--- src/rtl/pwm_multi.sv ---
// pwm_multi: multi-channel PWM with one shared period counter.
// Each channel has a shadow duty register, loaded through a valid/ready write port.
// A commit moves every shadow (and the period) into the active set at the next period
// boundary, so a period is never cut short or stretched.
// Build option: define PWM_CENTER_EN for the center-aligned (up/down) counter.
// Without it the counter is an edge-aligned sawtooth. The ports are the same in both builds.
module pwm_multi #(
   parameter  int WIDTH    = 16,
   parameter  int CHANNELS = 4,
   localparam int CW       = (CHANNELS > 1) ? $clog2(CHANNELS) : 1
) (
   input  logic                clk,
   input  logic                rst_n,
   input  logic                enable,
   input  logic                wr_valid,
   output logic                wr_ready,
   input  logic [CW-1:0]       wr_chan,
   input  logic [WIDTH-1:0]    wr_duty,
   input  logic [WIDTH-1:0]    period,
   input  logic                commit,
   output logic                pending,
   output logic                period_start,
   output logic [CHANNELS-1:0] pwm_out
);

   localparam logic [WIDTH-1:0] ONE = WIDTH'(1);

   logic [WIDTH-1:0] cnt_reg;
   logic [WIDTH-1:0] cnt_next;
   logic             dir_down_reg;
   logic             dir_down_next;
   logic [WIDTH-1:0] per_act_reg;
   logic [WIDTH-1:0] per_shd_reg;
   logic             pending_reg;
   logic             period_start_reg;
   logic             boundary;
   logic             wr_fire;
   logic             commit_fire;
   logic             transfer;

   // The shadows stay frozen while a commit is outstanding.
   // This is why a write is refused while pending is high.
   assign wr_ready     = !pending_reg;
   assign wr_fire      = wr_valid && !pending_reg;
   assign commit_fire  = commit && !pending_reg;
   assign transfer     = boundary && pending_reg;
   assign pending      = pending_reg;
   assign period_start = period_start_reg;

   // Find the boundary cycle and the next counter value.
   // While disabled, every cycle counts as a boundary.
   always_comb begin
      boundary      = 1'b0;
      cnt_next      = cnt_reg;
      dir_down_next = dir_down_reg;
      if (!enable) begin
         boundary      = 1'b1;
         cnt_next      = '0;
         dir_down_next = 1'b0;
      end else begin
`ifdef PWM_CENTER_EN
         // Up 0..P, then down P-1..1.
         // For P=1 the top value 1 is also the last value before wrapping to 0.
         if (per_act_reg == '0) begin
            boundary = 1'b1;
         end else if (dir_down_reg) begin
            boundary = (cnt_reg <= ONE);
         end else begin
            boundary = (per_act_reg == ONE) && (cnt_reg >= per_act_reg);
         end
         if (boundary) begin
            cnt_next      = '0;
            dir_down_next = 1'b0;
         end else if (dir_down_reg) begin
            cnt_next = cnt_reg - ONE;
         end else if (cnt_reg >= per_act_reg) begin
            cnt_next      = cnt_reg - ONE;
            dir_down_next = 1'b1;
         end else begin
            cnt_next = cnt_reg + ONE;
         end
`else
         boundary = (cnt_reg >= per_act_reg);
         cnt_next = boundary ? '0 : cnt_reg + ONE;
`endif
      end
   end

   // Hold the counter, the period registers and the commit handshake state.
   always_ff @(posedge clk or negedge rst_n) begin
      if (!rst_n) begin
         cnt_reg          <= '0;
         dir_down_reg     <= 1'b0;
         per_act_reg      <= '1;
         per_shd_reg      <= '1;
         pending_reg      <= 1'b0;
         period_start_reg <= 1'b0;
      end else begin
         cnt_reg          <= cnt_next;
         dir_down_reg     <= dir_down_next;
         period_start_reg <= enable && (cnt_reg == '0);
         if (commit_fire) begin
            pending_reg <= 1'b1;
            per_shd_reg <= period;
         end
         if (transfer) begin
            pending_reg <= 1'b0;
            per_act_reg <= per_shd_reg;
         end
      end
   end

   // Per-channel duty registers and compare.
   // A write to a channel number that does not exist matches no gi, so it is dropped.
   for (genvar gi = 0; gi < CHANNELS; gi++) begin : g_chan
      logic [WIDTH-1:0] duty_shd_reg;
      logic [WIDTH-1:0] duty_act_reg;
      logic             pwm_reg;

      // Load the shadow on a write, move it to active on a transfer, then compare against the counter.
      always_ff @(posedge clk or negedge rst_n) begin
         if (!rst_n) begin
            duty_shd_reg <= '0;
            duty_act_reg <= '0;
            pwm_reg      <= 1'b0;
         end else begin
            if (wr_fire && (wr_chan == CW'(gi))) begin
               duty_shd_reg <= wr_duty;
            end
            if (transfer) begin
               duty_act_reg <= duty_shd_reg;
            end
            pwm_reg <= enable && (cnt_reg < duty_act_reg);
         end
      end

      assign pwm_out[gi] = pwm_reg;
   end

endmodule

--- config.mk ---
export PLATFORM = sky130hd
export DESIGN_NAME = pwm_multi
export DESIGN_NICKNAME = d
export VERILOG_FILES = /design/src/rtl/pwm_multi.sv
export SDC_FILE = /design/constraint.sdc
export NUM_CORES = 1
export LEC_CHECK = 0
export ABC_CLOCK_PERIOD_IN_PS = 3100
export CAP_MARGIN = 20
export CORE_MARGIN = 2
export CORE_UTILIZATION = 35
export DETAILED_ROUTE_END_ITERATION = 10
export PLACE_DENSITY = 0.5
export SYNTH_ARGS = -nofsm -noshare
export SYNTH_HDL_FRONTEND = slang
export SYNTH_SLANG_ARGS = --single-unit
export TNS_END_PERCENT = 30
--- constraint.sdc ---
create_clock -name clk -period 3.1 [get_ports clk]
set_input_delay 0.62 -clock clk [delete_from_list [all_inputs] [get_ports clk]]
set_output_delay 0.62 -clock clk [all_outputs]
set_load 0.02 [all_outputs]
==> results_dict.tcl, run 1 <==
set metrics [dict create \
    drtIter0Drc 175 \
    clk_latency_ns 0.43 \
    numPortBuffers 45 \
    clock-sinks 182 \
    synthesis.area_um2 8900 \
    worstPathArrival_ns 3.00 \
    gp_congestion 0.821 \
    initial_core_util_pct 35.5 \
    synth.top_cell.area_share_pct 42.2 \
    overflow 0 \
    cap_violations 0 \
    ys_ff_latch 182 \
    dieArea_um2 26700 \
    path_clk_slew_ns 0.07 \
    synthArstFlopShare_pct 100 \
    finalHoldViolCount 0 \
    period_needed_ns 2.65 \
    slew_headroom_pct 50.7 \
    fin_nets 866 \
    grt_pass1_vias 5885 \
    yosysSeqAreaShare_pct 51.6 \
    io_pins 46 \
    synth_compound_area_share_pct 5.20 \
    power_uw 7710 \
    ys_warn_count 0 \
    synthTopCellsByArea "dfrtp_1 (42%), mux2_2 (19%), ha_1 (11%)" \
    ir_worst_vdd_v 0.000290 \
    hold_path_class "primary input to asynchronous set/reset pin" \
    antenna-diode-count 0 \
    ant_nets 0 \
    die_w_um 164 \
    grt_antenna_before_repair 0 \
    power_leakage_uw 0.00480 \
    dr.pass1.iters 4 \
    outcome "finished clean" \
    syn_to_final_growth_pct 16.2 \
    synth_xor_area_share_pct 1.38 \
    track_usage_pct 15.6 \
    dieHeight_um 164 \
    cts_tree "built" \
    netlist_instances 690 \
    via_per_inst 4.87 \
    core_um2 25100 \
    ctsRootBufferMaster "clkbuf_16" \
    max_freq_ghz 0.377 \
    critPathKind "flop to flop" \
    cts_setup_buffers 0 \
    row_count 58 \
    numCtsBuffers 17 \
    grt_first_pass_wirelength_um 32100 \
    setup_violations 0 \
    yosys.cell_count.top_type "dfrtp_1" \
    synth_nets 807 \
    synth_common_cells "dfrtp_1 (150), mux2_2 (147), inv_1 (86)" \
    hold_buffers 0 \
    cp_max_fo 16 \
    skew_ns 0.0109 \
    drv_slew 0 \
    final_layout_size_suffix_gt1_share_pct 30.6 \
    worstMarginPinSlew_ns 0.733 \
    synth_top_family_by_area "multiplexers" \
    wl_per_cell_um 17.5 \
    muxShareOfSynthArea_pct 20.2 \
    grt_max_degree 77 \
    power_density_nw_per_um2 745 \
    synth_simple_gate_area_share_pct 5.24 \
    cp.required_ns 3.45 \
    synth_adder_area_share_pct 11.0 \
    vias 5319 \
    crit_path_end_kind "flop" \
    cts_resized 0 \
    synth_flop_cell "dfrtp_1" \
    hpwl_um 13800 \
    fin_setup_tns_ns 0 \
    crit_path_start_kind "flop" \
    totalWireLength_um 19100 \
    rsz0062_at_grt "no" \
    ctsLongestPathBuffers 2 \
    synth_cell_types 40 \
    synth_top_area_cell "dfrtp_1" \
    synth-edff-count 0 \
    avgSynthCellArea_um2 12.9 \
    period_share_pct 85.5 \
    drc 0 \
    cts.htree.levels 4 \
]
kinds of logic after synthesis:
family                     Yosys count
AOI/OAI and AO/OA                   69
muxes                              160
buffers and inverters              107
DFF                                182
adders and majority gates           78
and+or+nand+nor                     80
xor gates and xnor gates            14
cell type report:
class	count	area (um2)
clock buffer	18	429
clock inverter	14	114
fill	2423	14800
inverter	86	323
multi-input combinational	401	3870
sequential	182	4590
tap	330	413
timing repair buffer	61	609
power by group:
part | internal (uW) | leakage (uW) | total (uW) | switching (uW)
Sequential | 3290 | 0.00216 | 3750 | 464
Clock | 1050 | 0.000272 | 2010 | 961
Combinational | 1060 | 0.00236 | 1940 | 888
through the flow:
stage               area, um2  hold WS (ns)  setup slack (ns)  utilization, %  instances
floorplan                8900         0.324             0.792               -        690
global placement         9810         0.469             0.464            39.1       1060
detailed placement       9810         0.476             0.446            39.1       1060
CTS                     10400         0.145             0.420            41.2       1092
global route            10400         0.160             0.277            41.2       1092
finish                  10400         0.144             0.449            41.2       1092
placed cells by master (no fill, tap or decap), types with 4 or more instances in the layout:
master / count
xor2_1: 9
nand2b_1: 5
a221oi_1: 4
inv_1: 86
mux2_2: 147
nand4_1: 9
clkbuf_16: 17
nor2b_1: 6
nand3_1: 9
and4_1: 6
o2111ai_1: 4
nor3b_1: 4
clkdlybuf4s50_1: 44
nand2_1: 9
xnor2_1: 5
a21o_1: 16
a21oi_1: 13
a31oi_1: 8
o21ai_0: 15
nor2_1: 18
buf_4: 13
ha_1: 78
a211oi_1: 4
dfstp_2: 32
dfrtp_1: 150
mux2_1: 13
inv_6: 4
per-layer routing:
layer  global-route usage (%)  vias to the layer above  wire length, um
met5                        0                        -                0
met2                     25.3                       59             9060
met4                     5.62                        0              325
met3                     2.31                       19              425
met1                     21.4                     2707             9270
li1                         -                     2534                -
path summary, 6_finish.rpt:
check                                                start                    endpoint  slack [ns]  cells after the start
worst max register to register             per_act_reg[15]              per_act_reg[9]        0.45                      8
worst min-delay path                                 rst_n   g_chan[1].duty_shd_reg[4]        0.14                      1
max in group asynchronous                            rst_n             per_act_reg[13]        2.13                      2
worst max-delay path                       per_act_reg[15]              per_act_reg[9]        0.45                      8
min in group clk                g_chan[0].duty_shd_reg[14]  g_chan[0].duty_act_reg[14]        0.49                      1
worst min register to register  g_chan[0].duty_shd_reg[14]  g_chan[0].duty_act_reg[14]        0.49                      1
critical path, stage by stage (launching register included):
cell,delay (ns)
dfstp_2,0.54
inv_1,0.06
ha_1,0.31
nand4_1,0.19
nor3_2,0.27
nand3_1,0.19
a31oi_4,0.32
buf_4,0.31
mux2_2,0.37
Note: power is estimated with default switching activity, not from simulation.
==> run 2: changes to the inputs <==
--- a/config.mk
+++ b/config.mk
@@ -6,7 +6,7 @@
 export NUM_CORES = 1
 export LEC_CHECK = 0
 export ABC_CLOCK_PERIOD_IN_PS = 3100
-export CAP_MARGIN = 20
+export CAP_MARGIN = 0
 export CORE_MARGIN = 2
 export CORE_UTILIZATION = 35
 export DETAILED_ROUTE_END_ITERATION = 10
==> results of run 2 <==
Final layout, timing and power as in run 1 (identical DEF).
==> run 3: changes to the inputs <==
--- a/config.mk
+++ b/config.mk
@@ -9,6 +9,7 @@
 export CAP_MARGIN = 0
 export CORE_MARGIN = 2
 export CORE_UTILIZATION = 35
+export CTS_CLUSTER_DIAMETER = 200
 export DETAILED_ROUTE_END_ITERATION = 10
 export PLACE_DENSITY = 0.5
 export SYNTH_ARGS = -nofsm -noshare
==> results of run 3 <==
Final layout, timing and power as in run 1 (identical DEF).
